### src/rtl/data_mem_arbiter.sv
// data_mem_arbiter: round-robin sharing of the single-port data memory between
// the LSU (r0) and the debug/DMA loader (r1), one outstanding access at a time.
module data_mem_arbiter #(
    parameter int ADDRESS_WIDTH = 32,
    parameter int DATA_WIDTH    = 32,
    parameter int MEM_AW        = 17
) (
    input  logic                     clk,
    input  logic                     rst_n,
    input  logic                     i_r0_req_valid,
    output logic                     o_r0_req_ready,
    input  logic                     i_r0_we,
    input  logic                     i_r0_byte,
    input  logic [ADDRESS_WIDTH-1:0] i_r0_addr,
    input  logic [DATA_WIDTH-1:0]    i_r0_wdata,
    output logic                     o_r0_rsp_valid,
    input  logic                     i_r0_rsp_ready,
    output logic [DATA_WIDTH-1:0]    o_r0_rdata,
    output logic                     o_r0_err,
    input  logic                     i_r1_req_valid,
    output logic                     o_r1_req_ready,
    input  logic                     i_r1_we,
    input  logic                     i_r1_byte,
    input  logic [ADDRESS_WIDTH-1:0] i_r1_addr,
    input  logic [DATA_WIDTH-1:0]    i_r1_wdata,
    output logic                     o_r1_rsp_valid,
    input  logic                     i_r1_rsp_ready,
    output logic [DATA_WIDTH-1:0]    o_r1_rdata,
    output logic                     o_r1_err,
    output logic                     o_mem_we,
    output logic                     o_mem_addr_mode,
    output logic [ADDRESS_WIDTH-1:0] o_mem_a,
    output logic [DATA_WIDTH-1:0]    o_mem_wd,
    input  logic [DATA_WIDTH-1:0]    i_mem_rd
);
    typedef enum logic [1:0] {S_IDLE, S_ACCESS, S_RESP} state_t;

    state_t                  r_state;
    logic                    r_last_grant;
    logic                    r_owner;
    logic                    r_err;
    logic [DATA_WIDTH-1:0]   r_rdata;

    logic                     w_grant;
    logic                     w_accept;
    logic                     w_we;
    logic                     w_byte;
    logic [ADDRESS_WIDTH-1:0] w_addr;
    logic [DATA_WIDTH-1:0]    w_wdata;
    logic                     w_err;
    logic                     w_rsp_ready;
    logic                     w_resp;

    // on contention the requester that did not win last time gets the grant
    assign w_grant  = (i_r0_req_valid & i_r1_req_valid) ? ~r_last_grant : i_r1_req_valid;
    assign w_accept = (r_state == S_IDLE) & (i_r0_req_valid | i_r1_req_valid);
    assign o_r0_req_ready = w_accept & ~w_grant;
    assign o_r1_req_ready = w_accept & w_grant;

    assign w_we    = w_grant ? i_r1_we    : i_r0_we;
    assign w_byte  = w_grant ? i_r1_byte  : i_r0_byte;
    assign w_addr  = w_grant ? i_r1_addr  : i_r0_addr;
    assign w_wdata = w_grant ? i_r1_wdata : i_r0_wdata;
    assign w_err   = (~w_byte & (|w_addr[1:0])) | (|w_addr[ADDRESS_WIDTH-1:MEM_AW]);

    assign w_resp      = (r_state == S_RESP);
    assign w_rsp_ready = r_owner ? i_r1_rsp_ready : i_r0_rsp_ready;

    assign o_r0_rsp_valid = w_resp & ~r_owner;
    assign o_r1_rsp_valid = w_resp & r_owner;
    assign o_r0_rdata     = r_rdata;
    assign o_r1_rdata     = r_rdata;
    assign o_r0_err       = o_r0_rsp_valid & r_err;
    assign o_r1_err       = o_r1_rsp_valid & r_err;

    // the memory pins are loaded at accept so they already carry the access during ACCESS
    always_ff @(posedge clk or negedge rst_n) begin
        if (!rst_n) begin
            r_state         <= S_IDLE;
            r_last_grant    <= 1'b1;
            r_owner         <= 1'b0;
            r_err           <= 1'b0;
            r_rdata         <= '0;
            o_mem_we        <= 1'b0;
            o_mem_addr_mode <= 1'b0;
            o_mem_a         <= '0;
            o_mem_wd        <= '0;
        end else begin
            case (r_state)
                S_IDLE: begin
                    if (w_accept) begin
                        r_owner      <= w_grant;
                        r_last_grant <= w_grant;
                        if (w_err) begin
                            r_state <= S_RESP;
                            r_err   <= 1'b1;
                            r_rdata <= '0;
                        end else begin
                            r_state         <= S_ACCESS;
                            o_mem_we        <= w_we;
                            o_mem_addr_mode <= w_byte;
                            o_mem_a         <= w_addr;
                            o_mem_wd        <= w_wdata;
                        end
                    end
                end
                S_ACCESS: begin
                    r_state  <= S_RESP;
                    r_err    <= 1'b0;
                    o_mem_we <= 1'b0;
                    r_rdata  <= o_mem_we ? '0 :
                                o_mem_addr_mode ? {{(DATA_WIDTH-8){1'b0}}, i_mem_rd[7:0]} : i_mem_rd;
                end
                S_RESP: begin
                    if (w_rsp_ready) r_state <= S_IDLE;
                end
                default: r_state <= S_IDLE;
            endcase
        end
    end
endmodule

### config.mk
export PLATFORM = sky130hd
export DESIGN_NAME = data_mem_arbiter
export DESIGN_NICKNAME = d
export VERILOG_FILES = /design/src/rtl/data_mem_arbiter.sv
export SDC_FILE = /design/constraint.sdc
export NUM_CORES = 1
export LEC_CHECK = 0
export ABC_CLOCK_PERIOD_IN_PS = 3300
export CAP_MARGIN = 20
export CORE_AREA = 2 2 118 120
export CTS_CLUSTER_SIZE = 8
export DETAILED_ROUTE_END_ITERATION = 8
export DIE_AREA = 0 0 120 122
export PLACE_DENSITY_LB_ADDON = 0.2
export SKIP_CTS_REPAIR_TIMING = 1
export SYNTH_ARGS = -nofsm -noshare
export SYNTH_HDL_FRONTEND = slang
export SYNTH_SLANG_ARGS = --single-unit
### constraint.sdc
create_clock -name clk -period 3.3 [get_ports clk]
set_clock_uncertainty 0.15 [all_clocks]
set_input_delay 0.66 -clock clk [delete_from_list [all_inputs] [get_ports clk]]
set_output_delay 0.66 -clock clk [all_outputs]
set_load 0.005 [all_outputs]
==> flow_summary.json <==
{
  "antenna_found_initial": 0,
  "synth_area_leader_cell": "dfrtp_1",
  "worstPathRequired_ns": 2.49,
  "rrSetupSlack_ns": 1.02,
  "startpoint_type": "input pin",
  "synth_edf_count": 0,
  "rows": 43,
  "wl_per_cell_um": 15.03,
  "async_reset_ff_frac": 1.000,
  "grt_max_degree": 57,
  "synth.net_count": 706,
  "diodes": 0,
  "p_leak_uw": 0.003876,
  "period_share": 0.9359,
  "design.die.area_sq_um": 14640,
  "cts-buffers-inserted": 9,
  "setup_tns_ns": 0,
  "place_congestion": 0.7756,
  "hold_violations": 0,
  "layout-drive-gt1-share": 0.07222,
  "initial_utilization": 0.3638,
  "status": "finished, final reports clean",
  "clockBufferDepth": 2,
  "synth.area.top_cells": "dfrtp_1 (52%), nand2_1 (17%), mux2_1 (7.8%), buf_4 (5.2%), mux2_2 (3.7%)",
  "syn_inst": 536,
  "relSlewSlack": 0.5765,
  "grt_pass1_vias": 4636,
  "numPortBuffers": 305,
  "synthTopCellsByCount": "nand2_1 (221), dfrtp_1 (102), buf_4 (34), mux2_1 (34), o21ai_0 (32)",
  "fin_cells": 997,
  "hp-class": "input pin to async pin",
  "grt_pass1_wl_um": 23500,
  "area_delta_synth_final_pct": 70.61,
  "cts_tree": "done",
  "avgSynthCellArea_sq_um": 9.167,
  "track_usage": 0.2050,
  "fmax_mhz": 323.8,
  "ys_types": 34,
  "firstDrtPassIters": 4,
  "route.detailed.drc": 0,
  "r2r_cells": 6,
  "vdd.ir_drop.worst_uv": 281.1,
  "ant_nets": 0,
  "max_slew.worst_pin.slew_ns": 0.6352,
  "finalNetCount": 983,
  "clkTransAtPathRegs_ns": 0.07,
  "crit_fanout": 3,
  "setup_viol": 0,
  "endpoint_kind": "output port",
  "synth_area_sq_um": 4913,
  "io_pins": 306,
  "clock_latency_ns": 0.33,
  "grt.overflow.total": 0,
  "multi_input_area_sq_um": 1914,
  "period_needed_ns": 3.089,
  "slew_violations": 0,
  "ys_ff_latch": 103,
  "clock-sinks": 103,
  "ys_warn_count": 0,
  "core_sq_um": 13500,
  "routed_via_density": 4.590,
  "synth_top_area_frac": 0.5195,
  "yosysSeqAreaShare": 0.5248,
  "die_w_um": 120,
  "seq_area_sq_um": 2579,
  "cp_data_arrival_time_ns": 2.28,
  "rsz0062_at_grt": "false",
  "path_class": "input pin to output port",
  "yosysMostFrequentCell": "nand2_1",
  "fill_cells": 1128,
  "drt-total-wl_um": 14990,
  "drtIter0Drc": 146,
  "cts_root_buf": "clkbuf_16",
  "post-dp-hpwl_um": 11720,
  "h-tree-depth": 3,
  "vias": 4576,
  "cap_violations": 0,
  "powerDensity_nw_per_um2": 390.6,
  "die_h_um": 122,
  "dp.cells": 982,
  "synth_flop_cell": "dfrtp_1"
}
## kinds of logic (layout without fill, tap and decap cells)
kind of cell,Yosys count,in the layout,share of synthesized area
buf+inv,74,355,0.09039
simple gates,262,262,0.2088
compound gates,45,45,0.05730
mux,52,52,0.1187
flops,103,103,0.5248
## cells in the final DEF, fill, tap and decap left out, types with 3 or more instances in the layout
master / netlist / final
nor4_1: 6 / 6
bufinv_16: 0 / 4
o21ai_0: 32 / 32
mux2_1: 34 / 34
nor2_1: 21 / 21
nor3_1: 4 / 3
buf_12: 0 / 4
inv_1: 15 / 15
dfrtp_1: 102 / 102
clkbuf_16: 0 / 9
clkdlybuf4s50_1: 0 / 304
nand2_1: 221 / 221
mux2_2: 16 / 16
buf_4: 34 / 17
## metal layers
| layer | track usage | share of wire | up-vias |
|---|---|---|---|
| li1 | - | - | 2228 |
| met1 | 0.2331 | 0.39 | 2146 |
| met2 | 0.3810 | 0.53 | 189 |
| met3 | 0.05056 | 0.073 | 13 |
| met4 | 0.05735 | 0.012 | 0 |
| met5 | 0 | 0 | - |
## power by group
part / internal (uW) / leakage (uW) / switching [uW] / total, uW
registers: 1290 / 0.00134 / 27.5 / 1310
logic: 381 / 0.00236 / 315 / 696
clock network: 817 / 0.000173 / 449 / 1270
## flip-flops by register name, summed over array words and instances (netlist names)
signal and cells:
o_mem_a 32, o_mem_wd 32, o_r0_rdata 32, r_state 2, o_mem_addr_mode 1, o_mem_we 1
r_err 1, r_last_grant 1, r_owner 1
## area by class of cell
cell class,count,share of cell area
flip-flops and latches,103,0.3076
multi-input cells,359,0.2284
well taps,180,0.02687
repair buffers,325,0.3878
inverters,15,0.006716
clock buffers,10,0.02731
clock inverters,5,0.01537
## worst max-delay path, stage by stage
cell,delay [ns]
clkdlybuf4s50_1,0.50
a21bo_2,0.26
nor3_1,0.21
clkdlybuf4s50_1,0.65
## worst paths after layout
check / end / from
min in group clk: o_mem_wd[2]$_DFFE_PN0P_ / o_mem_wd[2]$_DFFE_PN0P_
hold / removal: o_mem_a[21]$_DFFE_PN0P_ / rst_n
max in group asynchronous: o_mem_wd[25]$_DFFE_PN0P_ / rst_n
setup reg to reg: o_mem_wd[19]$_DFFE_PN0P_ / r_state[1]$_DFFE_PN0P_
hold reg to reg: o_mem_wd[2]$_DFFE_PN0P_ / o_mem_wd[2]$_DFFE_PN0P_
setup / recovery: o_r1_req_ready / i_r0_req_valid
## through the flow
step             util  setup slack, ns  total power (uW)  cell area (sq um)  hold WS (ns)
4_1_cts        0.6208           0.2125              3319               8383        0.2003
2_1_floorplan       -           0.9703              1601               4913        0.2144
3_5_place_dp   0.5943          0.09947              2033               8025        0.3265
5_1_grt        0.6208           0.1391              3426               8383        0.2412
6_report       0.6208           0.2115              3274               8383        0.1859
3_3_place_gp   0.5943           0.1479              2021               8025        0.3172
Power figures use the tool's default switching activity.
